--- src/rtl/traffic_fsm.sv ---
// traffic_fsm: two-road light controller state register with tick prescaler, min-green hold and fixed yellow
module traffic_fsm #(
  parameter int TICK_DIV        = 4,
  parameter int MIN_GREEN_TICKS = 2,
  parameter int YELLOW_TICKS    = 5
) (
  input  logic       clk,
  input  logic       reset,
  input  logic       Ta,
  input  logic       Tb,
  output logic [1:0] q,
  output logic       tick,
  output logic       chg
);
  localparam int CMAX = (MIN_GREEN_TICKS > YELLOW_TICKS) ? MIN_GREEN_TICKS : YELLOW_TICKS;
  localparam int CW   = $clog2(CMAX) + 1;
  localparam int PW   = (TICK_DIV > 1) ? $clog2(TICK_DIV) : 1;
  localparam logic [PW-1:0] PLAST = PW'(TICK_DIV - 1);
  localparam logic [CW-1:0] CSAT  = CW'(CMAX);
  localparam logic [CW:0]   MG    = (CW + 1)'(MIN_GREEN_TICKS);
  localparam logic [CW:0]   YT    = (CW + 1)'(YELLOW_TICKS);
  typedef enum logic [1:0] {A_GRN = 2'b00, A_YEL = 2'b01, B_GRN = 2'b10, B_YEL = 2'b11} state_t;
  state_t          st, nxt;
  logic [PW-1:0]   presc;
  logic [CW-1:0]   cnt;
  logic [CW:0]     n;
  logic            trans;
  assign tick  = (presc == PLAST);
  assign n     = {1'b0, cnt} + 1'b1;
  assign trans = (nxt != st);
  assign q     = st;
  // transitions are only ever taken on tick cycles, so sensors are effectively sampled per tick
  always_comb begin
    nxt = A_GRN;
    case (st)
      A_GRN:   nxt = (tick && n >= MG && !Ta) ? A_YEL : A_GRN;
      A_YEL:   nxt = (tick && n == YT) ? B_GRN : A_YEL;
      B_GRN:   nxt = (tick && n >= MG && !Tb) ? B_YEL : B_GRN;
      default: nxt = (tick && n == YT) ? A_GRN : B_YEL;
    endcase
  end
  always_ff @(posedge clk or posedge reset) begin
    if (reset) begin
      st    <= A_GRN;
      presc <= '0;
      cnt   <= '0;
      chg   <= 1'b0;
    end else begin
      st    <= nxt;
      chg   <= trans;
      presc <= (trans || tick) ? '0 : presc + 1'b1;
      cnt   <= trans ? '0 : (tick && cnt != CSAT) ? cnt + 1'b1 : cnt;
    end
  end
endmodule

--- config.mk ---
export PLATFORM = sky130hd
export DESIGN_NAME = traffic_fsm
export DESIGN_NICKNAME = d
export VERILOG_FILES = /design/src/rtl/traffic_fsm.sv
export SDC_FILE = /design/constraint.sdc
export NUM_CORES = 1
export LEC_CHECK = 0
export ABC_CLOCK_PERIOD_IN_PS = 4200
export BUFFER_PORTS_ARGS = -buffer_cell sky130_fd_sc_hd__buf_2
export CORE_AREA = 3 3 40 42
export CTS_CLUSTER_SIZE = 12
export DETAILED_ROUTE_END_ITERATION = 16
export DIE_AREA = 0 0 43 45
export SLEW_MARGIN = 20
export SYNTH_ARGS = -nofsm -noshare
export SYNTH_HDL_FRONTEND = slang
export SYNTH_SLANG_ARGS = --single-unit
--- constraint.sdc ---
create_clock -name clk -period 4.2 [get_ports clk]
set_clock_uncertainty 0.2 [all_clocks]
set_input_delay 0 -clock clk [delete_from_list [all_inputs] [get_ports clk]]
set_output_delay 0 -clock clk [all_outputs]
set_load 0.1 [all_outputs]
==> results of run 1 <==
==> sequential cells by signal, indices dropped and copies added (netlist names) <==
name,flops
chg,1
cnt,4
q,2
presc,2
==> cell families after synthesis <==
logic type / share of synthesized area
buffers and inverters: 0.02064
and+or+nand+nor: 0.1881
xor gates and xnor gates: 0.04817
adders and majority gates: 0.1147
DFF: 0.4129
AOI/OAI and AO/OA: 0.1789
muxes: 0.03670
==> area by class of cell <==
| type | count | area, um^2 | area share |
|---|---|---|---|
| clock buffers | 4 | 26.28 | 0.04134 |
| inverters | 3 | 11.26 | 0.01772 |
| multi-input cells | 38 | 309.0 | 0.4862 |
| flip-flops and latches | 9 | 225.2 | 0.3543 |
| well taps | 15 | 18.77 | 0.02953 |
| repair buffers | 8 | 45.04 | 0.07087 |
==> path summary, 6_finish.rpt <==
path | cells past startpoint | start | end
max | 5 | cnt[0] | q[0]
min in group asynchronous | 3 | reset | presc[1]
min | 5 | Ta | cnt[3]
min reg2reg | 1 | presc[0] | presc[0]
max in group asynchronous | 3 | reset | cnt[0]
max reg2reg | 5 | cnt[0] | q[0]
==> power by group through the flow <==
stage	registers, W	logic [W]	clock network (W)
after floorplan	0.000205	0.000116	0
after detailed placement	0.000153	0.000206	0
after CTS	0.000152	0.000207	0.0000654
after global routing	0.000159	0.000225	0.0000696
final	0.000151	0.000206	0.0000634
after global placement	0.000153	0.000206	0
==> layer usage <==
layer,up-vias,wire (um)
met5,-,0
met4,0,0
met3,0,39
met2,7,416
met1,176,394
li1,198,-
==> worst max-delay path, cell delays in order, from the launching register on <==
cell      delay (ns)
dfrtp_1         0.42
ha_1            0.26
nand2b_2        0.22
o31ai_4         0.18
o211a_4         0.23
o21ba_1         0.15
==> layout by cell type (no fill, tap or decap), types with 2 or more instances in the layout <==
master and n:
or2_1 2, mux2i_1 2, o21ai_1 2, inv_1 3, dfrtp_1 9, clkbuf_4 3
nand2_1 4, buf_2 7, xor2_1 2, nor3_1 3, a21oi_1 2, ha_1 5
==> what timing repair did <==
action / 4_1_cts / 5_1_grt
buffers inserted: 0 / 0
gates resized for setup: 0 / 0
endpoints found under the hold margin: 9 / 0
hold buffers: 1 / 0
==> per-stage QoR <==
step	power, W	hold WS (ns)	utilization
floorplan	0.0003212	-0.3721	-
global placement	0.0003598	-0.2246	0.4664
detailed placement	0.0003593	-0.2282	0.4664
CTS	0.0004246	0.0004787	0.4946
global route	0.0004537	0.03865	0.4946
finish	0.0004201	0.002079	0.4946
==> metrics.txt, run 1 <==
RSZ-0062 raised after global routing=no; initial antenna violation count=0; Leakage Power=0.3010 nW; CTS Buffer Depth=2; routing usage on met1=0.1343; met3 Use GR=0.03586; Core ar.=0.001285 mm^2; CP Launch Type=flip-flop; Tot GR Track Use=0.1103; I/O pin total=8; Post-Syn Instances=50; number of diodes=0; crit path DAT=1.69 ns; Final min period=1.756 ns; total number of vias=381; Clock Power Share=0.151; Worst Path Class, Setup=flip-flop to flip-flop; Die X=43 um; synth cell count leaders=9 x dfrtp_1, 5 x ha_1, 4 x nand2_1; vias in the first global route=388; grt total ovfl=0; routed vias/inst=4.948; # setup viols final=0; Reg clk slew, reported paths=0.06 ns; dominant synthesized flop cell=dfrtp_1; Die ar.=0.001935 mm^2; dpl cell area=599.3 um^2; Worst Slack Setup Final=2.444 ns; share of layout cells above drive strength 1=0.2581; Fin. Hold Viols=0; Final Max Tran Viols=0; Clock Tree Root=clkbuf_4; H-tree level count=1; net switching power figure=0.0002048 W; Syn Nets=59; Cell Rows=13; synthesized flop and latch total=9; Worst-Skew Late Latency=0.25 ns; GR Util met2=0.1856; Power Dens Cells=661.0 mW/mm^2; P&R area growth vs syn=16.51%; DRT iter0 DRCs=4; Crit. End Element=flip-flop; port bufs=7; ys async rst share=1.000; largest net degree at the start of global routing=10; area fraction of the dominant cell type after synthesis=0.4128; TritonCTS buffer count=3; worst slack, placed=2.442 ns; top cells by area, synth=dfrtp_1 41%, ha_1 11%, o31ai_4 3.9%, mux2i_1 3.7%, o211a_4 3.2%; outcome=finished clean; Die Ht=45 um; Max Cap Viol=0; final worst path period share=0.4181; reg2reg setup slack=2.44 ns; GP Congestion=0.7470; Seq pwr share=0.359; Initial Utilization=0.4245; first-pass GRT wire length=1.593 mm; Slew @ Worst Pin=0.4868 ns; CTS tree=yes; Post-DRT Antenna Nets=0; GR peak layer=met2; nets=72; WP data required=4.14 ns; mean post-synth cell area=10.91 um^2; Netlist cell types=26; Post-synth EDFFs=0; DP Wirelength=707.1 um; Gate power share=0.490; most frequent cell after synthesis=dfrtp_1; critical path peak fanout=6; Layout fillers=122; Detailed Routing Iterations Pass 1=2; hold crit path type=primary input to flip-flop; Internal=0.0002153 W; cell count after placement=72; Fin Setup TNS=0 ns; Clock Sinks=9; Final Non-Filler Cells=77; Switching Fraction=0.4875; register area share after synthesis=0.4128; final instance area=635.6 um^2; WL/cell=11.04 um; leading area contributor after synthesis=dfrtp_1; Max VDD drop=0.4850 mV; Mapped Area=545.5 um^2; yosys warns=0; # DRC=0; Rel. slew slack=0.6777; DRT Wirelength=850 um; Peak Freq=0.5695 GHz
Note: power is estimated with default switching activity, not from simulation.
==> inputs of run 2 (changes only) <==
--- a/config.mk
+++ b/config.mk
@@ -5,12 +5,14 @@
 export SDC_FILE = /design/constraint.sdc
 export NUM_CORES = 1
 export LEC_CHECK = 0
-export ABC_CLOCK_PERIOD_IN_PS = 4200
+export ABC_AREA = 1
+export ABC_CLOCK_PERIOD_IN_PS = 1800
 export BUFFER_PORTS_ARGS = -buffer_cell sky130_fd_sc_hd__buf_2
 export CORE_AREA = 3 3 40 42
 export CTS_CLUSTER_SIZE = 12
 export DETAILED_ROUTE_END_ITERATION = 16
 export DIE_AREA = 0 0 43 45
+export PLACE_DENSITY = 0.69
 export SLEW_MARGIN = 20
 export SYNTH_ARGS = -nofsm -noshare
 export SYNTH_HDL_FRONTEND = slang
==> constraint.sdc (replaced) <==
create_clock -name clk -period 1.8 [get_ports clk]
set_clock_uncertainty 0.2 [all_clocks]
set_input_delay 0 -clock clk [delete_from_list [all_inputs] [get_ports clk]]
set_output_delay 0 -clock clk [all_outputs]
set_load 0.1 [all_outputs]
==> metrics.txt, run 2 <==
outcome=finished clean (unchanged); Worst Path Class, Setup=flip-flop to flip-flop (unchanged); WP data required=1.79 ns (was 4.14 ns); H-tree level count=1 (unchanged); Slew @ Worst Pin=0.4841 ns (was 0.4868 ns); DP Wirelength=901.5 um (was 707.1 um); Initial Utilization=0.5024 (was 0.4245); WL/cell=10.47 um (was 11.04 um); synthesized flop and latch total=9 (unchanged); M1 WL=545 um (was 394 um); Clock Sinks=9 (unchanged); Tot GR Track Use=0.1373 (was 0.1103); area fraction of the dominant cell type after synthesis=0.3488 (was 0.4128); initial antenna violation count=0 (unchanged); area fraction in compound gates after synthesis=0.04070 (was 0.1789); most frequent cell after synthesis=nand2_1 (was dfrtp_1); CP bufs+invs=1 (was 0); ys async rst share=1.000 (unchanged); Reg2Reg Depth=8 (was 5); Routed met2 length=532 um (was 416 um); Die Ht=45 um (unchanged); leading area contributor after synthesis=dfrtp_1 (unchanged); Post-Synth XOR/XNOR Area=0.01357 (was 0.04817); port bufs=7 (unchanged); I/O pin total=8 (unchanged); Rel. slew slack=0.6795 (was 0.6777); CP Launch Type=flip-flop (unchanged); reg2reg setup slack=0.12 ns (was 2.44 ns); CP peak stage delay=0.38 ns (was 0.42 ns); routed vias/inst=4.815 (was 4.948); met3 wire length=37 um (was 39 um); DRT iter0 DRCs=4 (unchanged); Peak Freq=0.5952 GHz (was 0.5695 GHz); # DRC=0 (unchanged); Die ar.=0.001935 mm^2 (unchanged); RSZ-0062 raised after global routing=no (unchanged); Power Dens Cells=1479 mW/mm^2 (was 661.0 mW/mm^2); crit path DAT=1.67 ns (was 1.69 ns); TritonCTS buffer count=3 (unchanged); hold crit path type=primary input to asynchronous set/reset pin (was primary input to flip-flop); cells along the critical path=inv_1 > ha_1 > or2_1 > nor2_2 > nand3_2 > nand3_2 > o21ai_4 > nor2_2 (was ha_1 > nand2b_2 > o31ai_4 > o211a_4 > o21ba_1); largest net degree at the start of global routing=10 (unchanged); number of flip-flops under the largest register name=4 (unchanged); mean post-synth cell area=8.277 um^2 (was 10.91 um^2); Final min period=1.680 ns (was 1.756 ns); GP Congestion=0.8150 (was 0.7470); Final Util=0.6164 (was 0.4946); Die X=43 um (unchanged); worst reg2reg startpoint=cnt[0] (unchanged); Reg clk slew, reported paths=0.06 ns (about the same); Final Max Tran Viols=0 (unchanged); commonest non-fill, non-tap cells in the layout=13 x nand2_1, 9 x inv_1, 7 x nand3_1, 7 x dfrtp_1, 7 x buf_2 (was 9 x dfrtp_1, 7 x buf_2, 5 x ha_1, 4 x nand2_1); nets=103 (was 72); postcts setup bufs=0 (unchanged); total number of vias=520 (was 381); Largest Register=cnt (unchanged); Fin. Hold Viols=0 (unchanged); Simple-Gate Fraction of Synth Area=0.4031 (was 0.1881); hold_ws=0.05032 ns (was 0.002079 ns); Top delay family on crit path=simple AND/OR/NAND/NOR gates (was compound AO/OA/AOI/OAI gates); Post-synth EDFFs=0 (unchanged); Syn Nets=87 (was 59); Worst-Skew Late Latency=0.25 ns (about the same); Mapped Area=645.6 um^2 (was 545.5 um^2); DRT Wirelength=1.131 mm (was 850 um); CTS tree=yes (unchanged); register area share after synthesis=0.3488 (was 0.4128); Worst Slack Setup Final=0.1198 ns (was 2.444 ns); Max Cap Viol=0 (unchanged); Critical R2R Capture=cnt[2] (was q[0]); Crit. End Element=flip-flop (unchanged); Max VDD drop=0.7509 mV (was 0.4850 mV); Netlist cell types=20 (was 26); synth cell count leaders=14 x nand2_1, 10 x inv_1, 9 x dfrtp_1 (was 9 x dfrtp_1, 5 x ha_1, 4 x nand2_1); Adder-Cell Fraction of Synth Area=0.09690 (was 0.1147); largest family of logic cells by synthesized area=simple AND/OR/NAND/NOR gates (unchanged); Cell Rows=13 (unchanged); worst slack, placed=0.05768 ns (was 2.442 ns); Fin Setup TNS=0 ns (unchanged); Leakage Power=0.3834 nW (was 0.3010 nW); number of diodes=0 (unchanged); top cells by area, synth=dfrtp_1 35%, ha_1 9.7%, nand2_1 8.1%, inv_1 5.8%, nand3_1 5.4% (was dfrtp_1 41%, ha_1 11%, o31ai_4 3.9%, mux2i_1 3.7%, o211a_4 3.2%); first-pass GRT wire length=2.070 mm (was 1.593 mm); share of layout cells above drive strength 1=0.3978 (was 0.2581); P&R area growth vs syn=22.67% (was 16.51%); dominant synthesized flop cell=dfrtp_1 (unchanged); vias in the first global route=496 (was 388); Post-DRT Antenna Nets=0 (unchanged); post-synthesis mux area share=0 (was 0.03670); Core ar.=0.001285 mm^2 (unchanged); critical path peak fanout=5 (was 6); Detailed Routing Iterations Pass 1=3 (was 2); Clock Tree Root=clkbuf_4 (unchanged); # setup viols final=0 (unchanged); slowest stage cell, crit path=dfrtp_1 (unchanged); highest metal used=met4 (was met3); Post-Syn Instances=78 (was 50); final worst path period share=0.9335 (was 0.4181); grt total ovfl=0 (unchanged); yosys warns=0 (unchanged); CTS Buffer Depth=2 (unchanged); commonest non-fill, non-tap cell in the layout=nand2_1 (was dfrtp_1)
run 2: cell count changes in the layout (fill, tap and decap cells not counted), moves of 4 or more:
cell | before | now
nand2_1 | 4 | 13
nor2_1 | 1 | 6
nor2_2 | 0 | 6
nand2_2 | 0 | 4
nand3_1 | 1 | 7
inv_1 | 3 | 9
run 2: repair_timing:
| item | 4_1_cts | 5_1_grt |
|---|---|---|
| setup endpoints to repair | 0 | 6 |
| gates resized for setup | 0 | 5 |
| hold buffers | 3 | 0 |
| endpoints found under the hold margin | 10 | 0 |
run 2: layer usage:
metal | track usage | up-vias
met5 | 0 | -
met2 | 0.2186 | 7
met4 | 0.04819 | 0
met3 | 0.03586 | 2
met1 | 0.1820 | 235
li1 | - | 276
run 2: how the worst max path moves through the flow:
stage	end	slack (ns)	start	cells after the start
6_report	cnt[2]	0.12	cnt[0]	8
4_1_cts	cnt[3]	0.04	cnt[0]	8
5_1_grt	cnt[1]	0.008	cnt[0]	8
3_5_place_dp	cnt[3]	0.06	cnt[0]	8
2_1_floorplan	cnt[0]	0.05	q[0]	9
3_3_place_gp	cnt[1]	0.08	cnt[0]	8
run 2: report_power, final:
part | total [W] | switching [W] | internal [W]
sequential | 0.000331 | 0.0000664 | 0.000264
combinational | 0.000694 | 0.000477 | 0.000217
clock | 0.000147 | 0.0000620 | 0.0000849
run 2: tightest hold or removal path, delay by kind of cell:
family	cells	cell delay, ns
buffers and inverters	3	0.89
run 2: cells by family (layout without fill, tap and decap cells):
group / after synthesis / in the layout
xor+xnor: 1 / 1
fa+ha+maj: 5 / 5
compound gates: 3 / 3
flops: 9 / 9
simple gates: 46 / 46
buf+inv: 14 / 29
run 2: metrics by stage:
step                      cells  instance area (um^2)   power, W
after floorplan              78                 660.6  0.0008795
after global placement      101                 718.2  0.0009857
after detailed placement    101                 718.2  0.0009907
after CTS                   108                 774.5   0.001148
after global routing        108                 792.0   0.001275
final                       108                 792.0   0.001171
run 2: cell type report:
cell class                      count  area (um^2)
Tap cell                           15        18.77
Inverter                           13        51.30
Timing Repair Buffer               12        80.08
Clock buffer                        4        26.28
Fill cell                         111        493.0
Sequential cell                     9        227.7
Multi-Input combinational cell     55        387.9
==> inputs of run 3 (changes only) <==
--- a/config.mk
+++ b/config.mk
@@ -12,8 +12,10 @@
 export CTS_CLUSTER_SIZE = 12
 export DETAILED_ROUTE_END_ITERATION = 16
 export DIE_AREA = 0 0 43 45
+export GPL_TIMING_DRIVEN = 0
 export PLACE_DENSITY = 0.69
-export SLEW_MARGIN = 20
+export SLEW_MARGIN = 30
 export SYNTH_ARGS = -nofsm -noshare
 export SYNTH_HDL_FRONTEND = slang
 export SYNTH_SLANG_ARGS = --single-unit
+export TNS_END_PERCENT = 10
==> metrics.txt, run 3 (synthesis gave the netlist of run 2 again) <==
outcome=finished clean (unchanged); Internal=0.0006530 W (was 0.0005662 W); Max VDD drop=0.9294 mV (was 0.7509 mV); WP data required=1.73 ns (was 1.79 ns); GP Congestion=0.8431 (was 0.8150); # DRC=0 (unchanged); port bufs=7 (unchanged); WL/cell=11.77 um (was 10.47 um); worst slack, placed=-0.1019 ns (was 0.05768 ns); commonest non-fill, non-tap cell in the layout=nand2_1 (unchanged); commonest non-fill, non-tap cells in the layout=12 x nand2_1, 7 x inv_1, 7 x nand3_1, 7 x buf_2 (was 13 x nand2_1, 9 x inv_1, 7 x nand3_1, 7 x dfrtp_1, 7 x buf_2); first-pass GRT wire length=2.242 mm (was 2.070 mm); net switching power figure=0.0006749 W (was 0.0006051 W); Worst-Skew Late Latency=0.25 ns (about the same); grt total ovfl=0 (unchanged); CTS tree=yes (unchanged); Reg clk slew, reported paths=0.05 ns (was 0.06 ns); Clock Tree Root=clkbuf_4 (unchanged); Power Dens Cells=1552 mW/mm^2 (was 1479 mW/mm^2); nets=104 (was 103); Rel. slew slack=0.6774 (was 0.6795); Clock Power Share=0.107 (was 0.125); largest net degree at the start of global routing=10 (unchanged); I/O pin total=8 (unchanged); share of layout cells above drive strength 1=0.4787 (was 0.3978); Die X=43 um (unchanged); Worst Slack Setup Final=0.07329 ns (was 0.1198 ns); RSZ-0062 raised after global routing=yes (was no); Final Util=0.6660 (was 0.6164); H-tree level count=1 (unchanged); Max Cap Viol=0 (unchanged); Leakage Power=0.3935 nW (was 0.3834 nW); Clock Sinks=9 (unchanged); Core ar.=0.001285 mm^2 (unchanged); cell count after placement=100 (was 101); TritonCTS buffer count=3 (unchanged); Seq pwr share=0.249 (was 0.282); Slew @ Worst Pin=0.4872 ns (was 0.4841 ns); CP Launch Type=flip-flop (unchanged); Worst Path Class, Setup=flip-flop to flip-flop (unchanged); Cell Rows=13 (unchanged); hold_ws=0.04694 ns (was 0.05032 ns); P&R area growth vs syn=32.56% (was 22.67%); routed vias/inst=4.936 (was 4.815); DRT Wirelength=1.295 mm (was 1.131 mm); Final min period=1.727 ns (was 1.680 ns); Final Non-Filler Cells=110 (was 108); Fin. Hold Viols=0 (unchanged); hold crit path type=primary input to asynchronous set/reset pin (unchanged); total number of vias=543 (was 520); crit path DAT=1.66 ns (was 1.67 ns); Crit. End Element=flip-flop (unchanged); Initial Utilization=0.5024 (unchanged); Peak Freq=0.5791 GHz (was 0.5952 GHz); Post-DRT Antenna Nets=0 (unchanged); Die ar.=0.001935 mm^2 (unchanged); dpl cell area=714.4 um^2 (was 718.2 um^2); Final Max Tran Viols=0 (unchanged); DRT iter0 DRCs=7 (was 4); Die Ht=45 um (unchanged); final instance area=855.8 um^2 (was 792.0 um^2); Tot GR Track Use=0.1563 (was 0.1373); Gate power share=0.643 (was 0.592); vias in the first global route=554 (was 496); Reg2Reg Depth=8 (unchanged); CTS Buffer Depth=2 (unchanged); final worst path period share=0.9593 (was 0.9335); critical path peak fanout=5 (unchanged); DP Wirelength=893.7 um (was 901.5 um); number of flip-flops under the largest register name=4 (unchanged); initial antenna violation count=0 (unchanged); Switching Fraction=0.5082 (was 0.5166); Detailed Routing Iterations Pass 1=4 (was 3); # setup viols final=0 (unchanged); Largest Register=cnt (unchanged)
[run 3: path summary, 6_finish.rpt]
kind                       startpoint  slack [ns]        to
min                             reset        0.05  presc[1]
max in group asynchronous       reset        1.09      q[0]
max                            cnt[0]        0.07    cnt[2]
max reg2reg                    cnt[0]        0.07    cnt[2]
min in group clk             presc[0]        0.28  presc[0]
min reg2reg                  presc[0]        0.28  presc[0]
[run 3: repair_timing]
action                     4_1_cts  5_1_grt
hold endpoints to repair        11        0
setup endpoints to repair        6        6
resized for setup                2       15
hold buffers                     3        0
pin swaps                        0        4
buffers inserted                 2        0
[run 3: worst max-delay path: stages, from the launching register on]
cell	delay, ns
dfrtp_2	0.43
buf_6	0.14
ha_4	0.17
nand2_2	0.07
nand2_4	0.06
nor2_4	0.11
nand3_4	0.10
o21ai_4	0.26
nor2_2	0.07
[run 3: metrics by stage]
| stage | total power, W | TNS (ns) |
|---|---|---|
| floorplan | 0.0008795 | 0 |
| global placement | 0.0009774 | -0.4072 |
| detailed placement | 0.0009933 | -0.5451 |
| CTS | 0.001193 | 0 |
| global route | 0.001442 | -0.01183 |
| finish | 0.001328 | 0 |
[run 3: metal layers]
metal / vias to the layer above / global-route usage / wire length (um)
met3: 4 / 0.03586 / 41
met1: 249 / 0.1683 / 531
met4: 0 / 0.1145 / 32
met2: 13 / 0.2695 / 690
met5: - / 0 / 0
li1: 277 / - / -
[run 3: final cells by class]
cell class,instances,area [um^2]
inverter,13,53.80
fill,120,429.2
buffer,1,11.26
antenna,1,2.502
multi-input combinational,55,430.4
tap,15,18.77
sequential,9,229.0
clock buffer,4,26.28
timing repair buffer,12,83.83
[run 3: power groups by stage]
stage                     Clock [W]  Sequential [W]  Combinational (W)
after floorplan                   0        0.000488           0.000392
final                      0.000143        0.000331           0.000854
after global routing       0.000162        0.000340           0.000941
after global placement            0        0.000338           0.000639
after detailed placement          0        0.000342           0.000651
after CTS                  0.000153        0.000319           0.000722
